$ cat config.mk
export PLATFORM = sky130hd
export DESIGN_NAME = chip8_timer_bank
export DESIGN_NICKNAME = d
export VERILOG_FILES = /design/src/rtl/chip8_timer_bank.sv
export SDC_FILE = /design/constraint.sdc
export NUM_CORES = 1
export LEC_CHECK = 0
export ABC_AREA = 1
export CAP_MARGIN = 20
export CORE_UTILIZATION = 30
export DETAILED_ROUTE_END_ITERATION = 8
export SKIP_LAST_GASP = 1
export SYNTH_ARGS = -nofsm -noshare
export SYNTH_HDL_FRONTEND = slang
export SYNTH_SLANG_ARGS = --single-unit
$ cat constraint.sdc
create_clock -name clk -period 2.85 [get_ports clk]
set_input_delay 0.855 -clock clk [delete_from_list [all_inputs] [get_ports clk]]
set_output_delay 0.855 -clock clk [all_outputs]
set_load 0.02 [all_outputs]
$ cat src/rtl/chip8_timer_bank.sv
// CHIP-8 timer bank: fractional phase accumulators for the CPU step and 60 Hz ticks,
// plus NUM_TIMERS loadable down-counters (0 = delay, 1 = sound).

module chip8_phase_acc #(
    parameter int CLK_HZ = 12000000,
    parameter int RATE   = 60
) (
    input  logic clk,
    input  logic rst,
    input  logic i_enable,
    output logic o_tick
);
    localparam int AW = $clog2(CLK_HZ + RATE) + 1;
    localparam logic [AW-1:0] LP_CLK  = AW'(CLK_HZ);
    localparam logic [AW-1:0] LP_RATE = AW'(RATE);

    logic [AW-1:0] r_acc;
    logic [AW-1:0] w_nxt;
    logic          w_wrap;

    // r_acc < CLK_HZ always, so the sum never overflows AW bits
    assign w_nxt  = r_acc + LP_RATE;
    assign w_wrap = (w_nxt >= LP_CLK);

    always_ff @(posedge clk or posedge rst) begin
        if (rst) begin
            r_acc  <= '0;
            o_tick <= 1'b0;
        end else if (i_enable) begin
            r_acc  <= w_wrap ? (w_nxt - LP_CLK) : w_nxt;
            o_tick <= w_wrap;
        end else begin
            o_tick <= 1'b0;
        end
    end
endmodule

module chip8_timer_cell #(
    parameter int TIMER_W = 8
) (
    input  logic               clk,
    input  logic               rst,
    input  logic               i_dec,
    input  logic               i_wr,
    input  logic [TIMER_W-1:0] i_wr_data,
    output logic [TIMER_W-1:0] o_value,
    output logic               o_active,
    output logic               o_expired
);
    logic [TIMER_W-1:0] w_nxt;
    logic               w_expire;

    // A load always wins over a same-edge decrement and never counts as expiry
    always_comb begin
        w_nxt    = o_value;
        w_expire = 1'b0;
        if (i_wr) begin
            w_nxt = i_wr_data;
        end else if (i_dec && (o_value != '0)) begin
            w_nxt    = o_value - 1'b1;
            w_expire = (o_value == TIMER_W'(1));
        end
    end

    always_ff @(posedge clk or posedge rst) begin
        if (rst) begin
            o_value   <= '0;
            o_active  <= 1'b0;
            o_expired <= 1'b0;
        end else begin
            o_value   <= w_nxt;
            o_active  <= (w_nxt != '0);
            o_expired <= w_expire;
        end
    end
endmodule

module chip8_timer_bank #(
    parameter int CLK_HZ     = 12000000,
    parameter int CPU_HZ     = 500,
    parameter int TICK_HZ    = 60,
    parameter int NUM_TIMERS = 2,
    parameter int TIMER_W    = 8,
    parameter int SEL_W      = (NUM_TIMERS > 1) ? $clog2(NUM_TIMERS) : 1
) (
    input  logic                  clk,
    input  logic                  rst,
    input  logic                  enable,
    input  logic                  wr_en,
    input  logic [SEL_W-1:0]      wr_sel,
    input  logic [TIMER_W-1:0]    wr_data,
    input  logic [SEL_W-1:0]      rd_sel,
    output logic [TIMER_W-1:0]    rd_data,
    output logic                  timer_cpu_tick,
    output logic                  timer_60hz_tick,
    output logic [NUM_TIMERS-1:0] timer_active,
    output logic [NUM_TIMERS-1:0] expired
);
    logic [NUM_TIMERS-1:0][TIMER_W-1:0] w_val;
    logic [NUM_TIMERS-1:0]              w_wr;
    logic                               w_dec;

    chip8_phase_acc #(.CLK_HZ(CLK_HZ), .RATE(CPU_HZ)) u_cpu_acc (
        .clk      (clk),
        .rst      (rst),
        .i_enable (enable),
        .o_tick   (timer_cpu_tick)
    );

    chip8_phase_acc #(.CLK_HZ(CLK_HZ), .RATE(TICK_HZ)) u_tick_acc (
        .clk      (clk),
        .rst      (rst),
        .i_enable (enable),
        .o_tick   (timer_60hz_tick)
    );

    // Decrement follows the registered tick, one cycle after it is visible
    assign w_dec = timer_60hz_tick & enable;

    for (genvar g = 0; g < NUM_TIMERS; g++) begin : g_timer
        assign w_wr[g] = wr_en && (wr_sel == SEL_W'(g));

        chip8_timer_cell #(.TIMER_W(TIMER_W)) u_cell (
            .clk       (clk),
            .rst       (rst),
            .i_dec     (w_dec),
            .i_wr      (w_wr[g]),
            .i_wr_data (wr_data),
            .o_value   (w_val[g]),
            .o_active  (timer_active[g]),
            .o_expired (expired[g])
        );
    end

    // Out-of-range selects match no timer and read as zero
    always_comb begin
        rd_data = '0;
        for (int i = 0; i < NUM_TIMERS; i++) begin
            if (rd_sel == SEL_W'(i)) rd_data = w_val[i];
        end
    end
endmodule
==> impl_metrics.py, run 1 <==
metrics = {
    "drt": {
        "wl_per_cell_microns": 12.4,
        "antenna_left": 0,
        "drc": 0,
        "dr.pass1.iters": 5,
        "viasPerCell": 4.71,
        "finalWirelength_microns": 16000,
        "via_count": 6109,
        "drtIter0Drc": 291,
    },
    "layout": {
        "post-route-util_pct": 35.4,
        "antennaDiodeCount": 0,
        "final_nets": 1053,
        "nFillCells": 2159,
        "drive_gt1_share_pct": 10.6,
        "areaGrowthSynthToFinish_pct": 14.1,
        "final_cell_count_no_fill": 1297,
    },
    "die": {
        "die_h_microns": 145,
        "start_util_pct": 31.0,
        "die_x_microns": 145,
        "io_pins": 28,
        "num_rows": 51,
        "core-area_sq_um": 19700,
        "fp.dieArea_sq_um": 21000,
    },
    "placement": {
        "hpwl_microns": 12200,
        "io_buffers": 27,
        "place_inst": 1282,
        "place_ws_ps": -267,
        "gp_congestion": 0.861,
    },
    "sta": {
        "finalCriticalPeriod_ps": 2810,
        "setup_viol": 0,
        "rsz0062_at_grt": "yes",
        "clock_skew_ps": 7.63,
        "period_share_pct": 98.4,
        "hold_viol": 0,
        "layout_setup_ws_ps": 44.6,
        "worst_pin_slew_ps": 539,
        "finalMaxSlewViolations": 0,
        "relSlewSlack_pct": 64.0,
        "fmax_mhz": 356,
    },
    "worst_setup_path": {
        "crit_path_start": "rd_sel",
        "critPathRequiredTime_ps": 2000,
        "r2r-start": "u_tick_acc.r_acc[2]",
        "setup.worst_path.start_class": "input port",
        "crit_end": "rd_data[2]",
        "setup.worst_path.class": "in2out",
        "r2r_setup_slack_ps": 260,
        "ff2ff_path_depth": 15,
        "cp-end-kind": "output pin",
        "cp_max_fo": 16,
        "crit_arrival_ps": 1950,
        "r2r_end": "u_tick_acc.r_acc[14]",
    },
    "global_routing": {
        "grt.total_usage_pct": 16.0,
        "grt_pass1_vias": 5448,
        "grt_pass1_wl_microns": 26400,
        "antenna_found_initial": 0,
        "grt_overflow": 0,
        "grt_start_max_net_pins": 50,
    },
    "power_and_ir_drop": {
        "ir_worst_vdd_mv": 0.283,
        "power_density_nw_per_um2": 725,
        "leakage_nw": 3.47,
    },
    "synth": {
        "netlist_top_cells_area": "dfrtp_1, nand2_1, nand3_1",
        "yosys.area.top_type": "dfrtp_1",
        "ys_ff_latch": 68,
        "ys_seq_area_share_pct": 27.8,
        "syn_inst": 998,
        "synth_top_area_share_pct": 27.8,
        "ys_warn_count": 0,
        "netlist_area_sq_um": 6120,
        "syn_nets": 1022,
        "synthDistinctLibCells": 42,
        "avgSynthCellArea_sq_um": 6.13,
    },
    "cts": {
        "cts_setup_buffers": 0,
        "cts_tree": "yes",
        "numCtsBuffers": 9,
        "cts_buffer_depth": 2,
        "cts_sinks": 68,
        "clock-root-buffer": "clkbuf_16",
        "ctsHoldBuffers": 0,
        "path_clk_slew_ps": 60,
        "insertion_delay_ps": 340,
        "htree_num_levels": 3,
    },
    "worst_hold_path": {
        "hp-class": "reg2reg",
    },
    "run_status": {
        "outcome": "finished clean",
    },
    "job": {
        "drv_cap": 0,
    },
}
timing repair:
| item | CTS | global route |
|---|---|---|
| pin swaps | 0 | 2 |
| endpoints found under the setup margin | 8 | 28 |
| hold endpoints to repair | 0 | 0 |
| gates resized for setup | 8 | 23 |
| cloned | 0 | 1 |
worst min-delay path by stage:
| stage | from | endpoint | cells after the start |
|---|---|---|---|
| finish | u_tick_acc.r_acc[2] | u_tick_acc.r_acc[2] | 1 |
| global route | u_tick_acc.r_acc[2] | u_tick_acc.r_acc[2] | 1 |
| CTS | u_tick_acc.r_acc[2] | u_tick_acc.r_acc[2] | 1 |
| detailed placement | u_tick_acc.r_acc[24] | u_tick_acc.r_acc[24] | 2 |
| global placement | u_tick_acc.r_acc[2] | u_tick_acc.r_acc[2] | 1 |
| floorplan | u_tick_acc.r_acc[24] | u_tick_acc.r_acc[24] | 2 |
power by group:
| part | internal (W) | leakage, nW | switching (W) |
|---|---|---|---|
| registers | 0.00123 | 0.866 | 0.000391 |
| logic | 0.000829 | 2.47 | 0.00158 |
| clock network | 0.000599 | 0.131 | 0.000432 |
| total | 0.00265 | 3.47 | 0.00241 |
cell usage in the layout, fill, tap and decap left out, drive strengths merged:
master         netlist  final
clkinv               0      3
and2                 1      1
nand4               35     35
nand3b               6      6
a22oi                1      1
nor2                99     99
or2                  2      2
xnor2                3      3
a21oi               11     11
o21a                 2      2
clkbuf              10     17
o21bai               2      2
nor3b                1      1
o211ai               1      1
clkdlybuf4s50        0     18
buf                 15     18
nor3                11     11
inv                126    126
nand2              409    409
nand3              105    106
nor4                 3      3
a31oi                2      2
ha                  10     10
clkdlybuf4s15        0      2
o22ai                2      2
mux2                 1      1
dfrtp               68     68
o21ai               51     51
xor2                21     21
worst max-delay path, cell delays in order:
cell	delay, ps
clkdlybuf4s50_1	460
buf_4	180
nand2_1	60
o21ai_0	70
clkdlybuf4s15_1	330
cell usage after synthesis, drive strengths merged:
master and n:
clkbuf 10, nand4 35, a21oi 11, dfrtp 68
and2 1, o21a 2, nor3 11, nor3b 1
mux2 1, a22oi 1, or2 2, o211ai 1
nand3b 6, nor4 3, xor2 21, nor2 99
nand3 105, o21bai 2, buf 15, inv 126
ha 10, a31oi 2, o22ai 2, xnor2 3
o21ai 51, nand2 409
per-layer routing:
layer / vias to the layer above / global-route usage, % / share of wire, %
met5: - / 0 / 0
met4: 0 / 4.93 / 1.4
met3: 16 / 2.83 / 3.7
met2: 108 / 25.8 / 44
met1: 2757 / 21.6 / 51
li1: 3228 / - / -
sequential cells by signal (all words and copies together) (netlist names):
signal,count
g_timer.u_cell.o_value,16
g_timer.u_cell.o_expired,2
u_tick_acc.r_acc,23
u_cpu_acc.r_acc,23
g_timer.u_cell.o_active,2
u_tick_acc.o_tick,1
u_cpu_acc.o_tick,1
final cells by class:
type,instances,area [sq um],area share (%)
well taps,265,332,4.75
multi-input cells,780,3810,54.7
repair buffers,44,400,5.74
clock buffers,11,243,3.48
clock inverters,3,15.0,0.215
flip-flops and latches,68,1700,24.4
inverters,126,473,6.78
cell families (layout without fill, tap and decap cells):
family	count (synthesis)	in the layout	synth area share, %
and+or+nand+nor	672	673	49.7
buffers and inverters	151	184	10.1
AOI/OAI and AO/OA	72	72	6.46
DFF	68	68	27.8
xor gates and xnor gates	24	24	3.68
adders and majority gates	10	10	2.05
muxes	1	1	0.184
stage by stage:
step | cell area (sq um) | hold WS [ps] | TNS [ps] | power [W]
after global routing | 6980 | 512 | -6.81 | 0.00553
after CTS | 6980 | 498 | 0 | 0.00508
after floorplan | 6120 | 466 | 0 | 0.00342
after detailed placement | 6730 | 489 | -1980 | 0.00404
after global placement | 6730 | 488 | -1830 | 0.00401
final | 6980 | 494 | 0 | 0.00506
Note: power is estimated with default switching activity, not from simulation.
==> inputs of run 2 (changes only) <==
Settings changed: CAP_MARGIN 20 to 0.
Clock period 2.85 ns to 2.25 ns, I/O delays scaled along.
==> impl_metrics.py, run 2 (same netlist as run 1, synthesis figures left out) <==
metrics = {
    "cts": {
        "insertion_delay_ps": 350,
        "cts_tree": "yes",
        "cts_sinks": 68,
        "numCtsBuffers": 9,
        "path_clk_slew_ps": 60,
        "cts_buffer_depth": 2,
        "ctsHoldBuffers": 0,
        "htree_num_levels": 3,
        "clock-root-buffer": "clkbuf_16",
    },
    "die": {
        "num_rows": 51,
        "die_h_microns": 145,
        "die_x_microns": 145,
        "start_util_pct": 31.0,
        "io_pins": 28,
        "fp.dieArea_sq_um": 21000,
        "core-area_sq_um": 19700,
    },
    "sta": {
        "rsz0062_at_grt": "yes",
        "setup_tns_ps": -2110,
        "worst_pin_slew_ps": 607,
        "clock_skew_ps": 6.85,
        "setup_viol": 32,
        "holdWs_ps": 517,
        "fmax_mhz": 425,
        "hold_viol": 0,
        "layout_setup_ws_ps": -105,
        "finalCriticalPeriod_ps": 2360,
        "finalMaxSlewViolations": 0,
        "relSlewSlack_pct": 59.5,
        "period_share_pct": 105,
    },
    "drt": {
        "finalWirelength_microns": 18800,
        "via_count": 6943,
        "viasPerCell": 4.71,
        "antenna_left": 0,
        "dr.pass1.iters": 5,
        "wl_per_cell_microns": 12.8,
        "drc": 0,
        "drtIter0Drc": 351,
    },
    "power_and_ir_drop": {
        "leakage_nw": 4.43,
        "power_density_nw_per_um2": 971,
        "ir_worst_vdd_mv": 0.514,
    },
    "global_routing": {
        "antenna_found_initial": 0,
        "met3_usage_pct": 1.88,
        "grt_use_met2_pct": 31.1,
        "grt_pass1_wl_microns": 30500,
        "grt.total_usage_pct": 18.4,
        "grt.busiest_layer": "met2",
        "grt_overflow": 0,
        "grt_pass1_vias": 6289,
        "grt_start_max_net_pins": 51,
        "use_met1_pct": 24.7,
    },
    "layout": {
        "final_nets": 1228,
        "final_common_cell": "nand2_1",
        "layout_common_cells": "nand2_1, buf_4, inv_1",
        "drive_gt1_share_pct": 32.0,
        "reg.largest.list": "u_cpu_acc.r_acc (23), u_tick_acc.r_acc (23), g_timer.u_cell.o_value (16)",
        "areaGrowthSynthToFinish_pct": 46.0,
        "fin_area_sq_um": 8930,
        "antennaDiodeCount": 0,
    },
    "placement": {
        "gp_congestion": 0.877,
        "io_buffers": 27,
        "place_area_sq_um": 7820,
        "hpwl_microns": 13300,
    },
    "job": {
        "drv_cap": 0,
    },
    "worst_setup_path": {
        "ff2ff_path_depth": 13,
        "cp-end-kind": "register",
        "slowest_delay_ps": 450,
        "setup.worst_path.start_class": "register",
        "r2r_end": "u_tick_acc.r_acc[8]",
        "crit_path_start": "u_tick_acc.r_acc[8]",
        "critPathRequiredTime_ps": 2450,
        "cp_common_cell": "nor2_4",
        "path_cells": "nand2_2, nor2_4, nand2_4, nor2_4, xor2_2, nand3_2, nor2_4, nand3_2, nand3_4, buf_12, nand2_1, nand3_1, o21ai_0",
        "path_depth": 13,
        "worst_path_max_delay_cell": "dfrtp_1",
        "setup.worst_path.class": "reg2reg",
        "cp_num_buf_inv": 1,
        "critical-path-top-delay-family": "simple AND/OR/NAND/NOR gates",
        "r2r-start": "u_tick_acc.r_acc[8]",
        "crit_end": "u_tick_acc.r_acc[8]",
        "cp_max_fo": 6,
        "r2r_setup_slack_ps": -110,
        "crit_arrival_ps": 2550,
    },
    "run_status": {
        "outcome": "finished with violations",
        "violations": "negative setup slack",
    },
    "worst_hold_path": {
        "hp-class": "reg2reg",
    },
}
run 2: power breakdown:
part	total [W]	internal [W]	switching [W]
registers	0.00200	0.00157	0.000431
clock network	0.00134	0.000773	0.000571
logic	0.00532	0.00251	0.00281
run 2: worst min path at each step:
stage,start,end,depth (start not counted)
after floorplan,u_tick_acc.r_acc[24],u_tick_acc.r_acc[24],2
after global placement,u_tick_acc.r_acc[24],u_tick_acc.r_acc[24],2
after detailed placement,u_tick_acc.r_acc[24],u_tick_acc.r_acc[24],2
after CTS,u_tick_acc.r_acc[24],u_tick_acc.r_acc[24],2
after global routing,u_tick_acc.r_acc[24],u_tick_acc.r_acc[24],2
final,u_tick_acc.r_acc[24],u_tick_acc.r_acc[24],2
run 2: repair_timing:
item                       CTS  global route
setup endpoints to repair   42            39
pin swaps                   27            63
gates cloned                 3             3
setup buffers               14            15
resized for setup          131            74
run 2: routing by layer:
layer / wire length, microns / vias to the layer above
met5: 0 / -
met4: 352 / 0
met3: 764 / 27
met2: 8900 / 156
met1: 8820 / 3181
li1: - / 3579
run 2: cell type report:
class	instances	area, sq um
well taps	265	332
flip-flops and latches	68	1710
fillers	1961	10800
inverters	126	479
repair buffers	219	1860
clock buffers	10	239
clock inverters	5	37.5
multi-input cells	780	4260
run 2: through the flow:
step           instances  utilization (%)  setup WS, ps  power [W]
6_report            1473             45.3          -105    0.00867
5_1_grt             1473             45.3          -269    0.00936
4_1_cts             1455             43.3         -45.5    0.00824
3_5_place_dp        1424             39.6          -489    0.00636
3_3_place_gp        1424             39.6          -452    0.00630
2_1_floorplan        998                -         0.862    0.00434
run 2: worst reg2reg max path: stages (launching register included):
cell,delay (ps)
dfrtp_1,450
nand2_2,110
nor2_4,200
nand2_4,100
nor2_4,150
xor2_2,190
nand3_2,160
nor2_4,160
nand3_2,120
nand3_4,210
buf_12,140
nand2_1,70
nand3_1,70
o21ai_0,90
==> inputs of run 3 (changes only) <==
Settings changed: CELL_PAD_IN_SITES_DETAIL_PLACEMENT set to 2, CELL_PAD_IN_SITES_GLOBAL_PLACEMENT set to 2, PLACE_DENSITY_LB_ADDON set to 0.1.
==> impl_metrics.py, run 3 <==
metrics = {
    "die": {
        "io_pins": 28,
        "start_util_pct": 31.0,
        "die_x_microns": 145,
        "num_rows": 51,
        "die_h_microns": 145,
    },
    "run_status": {
        "stop_stage": "global routing (5_1_grt)",
        "error": "[ERROR DPL-0033] detailed placement checks failed during check placement.",
        "outcome": "did not finish",
    },
    "synth": {
        "netlist_top_cells_area": "dfrtp_1, nand2_1, nand3_1",
        "synth_compound_area_share_pct": 6.46,
        "yosysMostFrequentCell": "nand2_1",
        "synth_xor_area_share_pct": 3.68,
        "ys_ff_latch": 68,
        "synthFlopType": "dfrtp_1",
        "synthSimpleGateAreaFrac_pct": 49.7,
        "async_flop_share_pct": 100,
        "synth-edff-count": 0,
        "synth_fa_ha_area_share_pct": 2.05,
        "syn_inst": 998,
        "yosys-top-cells-count": "nand2_1, inv_1, nand3_1",
        "synth_mux_area_share_pct": 0.184,
        "avgSynthCellArea_sq_um": 6.13,
        "ys_seq_area_share_pct": 27.8,
        "netlist_area_sq_um": 6120,
        "synthDistinctLibCells": 42,
        "ys_warn_count": 0,
        "syn_nets": 1022,
        "yosys.area.top_type": "dfrtp_1",
        "synth_top_family_by_area": "simple AND/OR/NAND/NOR gates",
        "synth_top_area_share_pct": 27.8,
    },
    "cts": {
        "ctsHoldBuffers": 0,
        "clock-root-buffer": "clkbuf_16",
        "numCtsBuffers": 9,
        "cts_sinks": 68,
        "cts_buffer_depth": 2,
        "htree_num_levels": 3,
    },
    "placement": {
        "place_area_sq_um": 8270,
        "hpwl_microns": 20300,
        "place_ws_ps": -570,
        "gp_congestion": 0.816,
        "io_buffers": 27,
    },
    "sta": {
        "worstEpCategory": "register data pin",
        "crit_endpoint": "u_tick_acc.r_acc[15]$_DFFE_PP0P_/D",
    },
    "global_routing": {
        "grt_start_max_net_pins": 51,
        "antenna_found_initial": 1,
    },
}
==> run 3: cell counts after synthesis <==
Identical to the previous run, type by type.
==> run 3: cell families after synthesis <==
kind of cell	Yosys count
buffers and inverters	151
xor gates and xnor gates	24
DFF	68
AOI/OAI and AO/OA	72
and+or+nand+nor	672
adders and majority gates	10
muxes	1
==> run 3: repair_timing <==
item                                   CTS
gates cloned                             1
pin swaps                               55
endpoints found under the hold margin    0
resized for setup                      209
setup endpoints to repair               45
setup buffers                           17
==> run 3: metrics by stage <==
stage / instances / hold slack, ps
after CTS: 1510 / 536
after global placement: 1478 / 489
after floorplan: 998 / 466
after detailed placement: 1478 / 512
==> inputs of run 4 (changes only) <==
Settings changed: CELL_PAD_IN_SITES_DETAIL_PLACEMENT 2 to not set, CELL_PAD_IN_SITES_GLOBAL_PLACEMENT 2 to not set, CORE_UTILIZATION 30 to 20, PLACE_DENSITY_LB_ADDON 0.1 to 0.15.
Clock period 2.25 ns to 2.9 ns, I/O delays scaled along.
==> impl_metrics.py, run 4 (same netlist as run 1, synthesis figures left out) <==
metrics = {
    "run_status": {
        "outcome": "finished clean",
    },
    "cts": {
        "cts_sinks": 68,
        "htree_num_levels": 3,
        "cts_buffer_depth": 2,
        "insertion_delay_ps": 350,
        "numCtsBuffers": 9,
        "cts_tree": "yes",
        "path_clk_slew_ps": 70,
        "clock-root-buffer": "clkbuf_16",
    },
    "drt": {
        "finalWirelength_microns": 19200,
        "wl_per_cell_microns": 13.4,
        "antenna_left": 0,
        "drc": 0,
        "via_count": 6109,
        "viasPerCell": 4.28,
        "drtIter0Drc": 320,
        "dr.pass1.iters": 5,
    },
    "global_routing": {
        "grt_pass1_vias": 5834,
        "grt.busiest_layer": "met2",
        "grt.total_usage_pct": 12.8,
        "grt_pass1_wl_microns": 31400,
        "grt_overflow": 0,
        "antenna_found_initial": 0,
        "use_met1_pct": 18.0,
        "met3_usage_pct": 2.02,
        "grt_use_met2_pct": 19.7,
        "grt_start_max_net_pins": 51,
    },
    "layout": {
        "final_nets": 1058,
        "final_common_cell": "nand2_1",
        "areaGrowthSynthToFinish_pct": 17.5,
        "layout_common_cells": "nand2_1, inv_1, nand3_1",
        "antennaDiodeCount": 0,
        "drive_gt1_share_pct": 11.1,
        "post-route-util_pct": 24.1,
        "final_cell_count_no_fill": 1428,
        "reg.largest.list": "u_cpu_acc.r_acc (23), u_tick_acc.r_acc (23), g_timer.u_cell.o_value (16)",
        "fin_area_sq_um": 7190,
    },
    "power_and_ir_drop": {
        "p_clk_share_pct": 20.5,
        "power.total_w": 0.00515,
        "intPower_w": 0.00263,
        "power_density_nw_per_um2": 717,
        "ir_worst_vdd_mv": 0.339,
        "switching_share_pct": 49.0,
        "power_frac_comb_pct": 48.3,
        "power_frac_seq_pct": 31.3,
        "p_switching_w": 0.00253,
        "leakage_nw": 3.49,
    },
    "sta": {
        "setup_viol": 0,
        "worst_pin_slew_ps": 633,
        "rsz0062_at_grt": "no",
        "clock_skew_ps": 9.52,
        "period_share_pct": 93.8,
        "finalCriticalPeriod_ps": 2720,
        "finalMaxSlewViolations": 0,
        "hold_viol": 0,
        "holdWs_ps": 502,
        "fmax_mhz": 367,
        "relSlewSlack_pct": 57.8,
    },
    "placement": {
        "gp_congestion": 0.804,
        "place_inst": 1412,
        "place_area_sq_um": 6950,
        "io_buffers": 27,
        "hpwl_microns": 14600,
    },
    "die": {
        "die_h_microns": 177,
        "die_x_microns": 177,
        "fp.dieArea_sq_um": 31300,
        "io_pins": 28,
        "num_rows": 63,
        "start_util_pct": 20.5,
        "core-area_sq_um": 29900,
    },
    "worst_setup_path": {
        "worst_path_max_delay_cell": "clkdlybuf4s50_1",
        "crit_arrival_ps": 1850,
        "path_cells": "clkdlybuf4s50_1, buf_4, nand2_1, o21ai_0, clkbuf_2",
        "cp-end-kind": "output pin",
        "critPathRequiredTime_ps": 2030,
        "cp_max_fo": 16,
        "setup.worst_path.start_class": "input port",
        "setup.worst_path.class": "in2out",
        "slowest_delay_ps": 460,
    },
    "job": {
        "drv_cap": 0,
    },
    "worst_hold_path": {
        "hp-class": "reg2reg",
    },
}
==> run 4: final timing paths <==
path                                      from              endpoint  slack (ps)  depth (start not counted)
max                                     rd_sel            rd_data[0]         180                          5
min                        u_tick_acc.r_acc[2]   u_tick_acc.r_acc[2]         500                          1
max reg2reg                u_tick_acc.r_acc[2]   u_tick_acc.r_acc[8]         270                         17
min reg2reg                u_tick_acc.r_acc[2]   u_tick_acc.r_acc[2]         500                          1
max in group asynchronous                  rst  u_tick_acc.r_acc[18]        1540                          3
min in group asynchronous                  rst   u_cpu_acc.r_acc[14]         840                          2
==> run 4: area by class of cell <==
type	instances	area, sq um
clock buffer	10	229
fill	3384	22700
sequential	68	1700
tap	390	488
timing repair buffer	50	460
multi-input combinational	779	3800
clock inverter	5	30.0
inverter	126	474
==> run 4: critical path, delay by kind of cell <==
kind	cells	cell delay (ps)
AOI/OAI and AO/OA	1	90
and+or+nand+nor	1	60
buffers and inverters	3	830
==> run 4: what timing repair did <==
item                                    CTS  global route
endpoints found under the setup margin    8            23
pin swaps                                 0             1
resized for setup                         8            26
setup buffers                             0             1
hold buffers                              0             0
==> run 4: metrics by stage <==
stage,worst slack [ps],setup TNS (ps)
after floorplan,318,0
after global placement,-233,-1820
after detailed placement,-246,-1910
after CTS,27.2,0
after global routing,13.3,0
final,178,0
==> run 4: routing by layer <==
metal	part of all wire, %	vias up
li1	-	3233
met1	52	2753
met2	43	101
met3	3.3	22
met4	1.7	0
met5	0	-
==> run 4: power groups by stage <==
stage,sequential (W),combinational (W),clock (W)
floorplan,0.00148,0.00189,0
global placement,0.00164,0.00250,0
detailed placement,0.00162,0.00250,0
CTS,0.00161,0.00249,0.00110
global route,0.00166,0.00285,0.00113
finish,0.00161,0.00249,0.00105
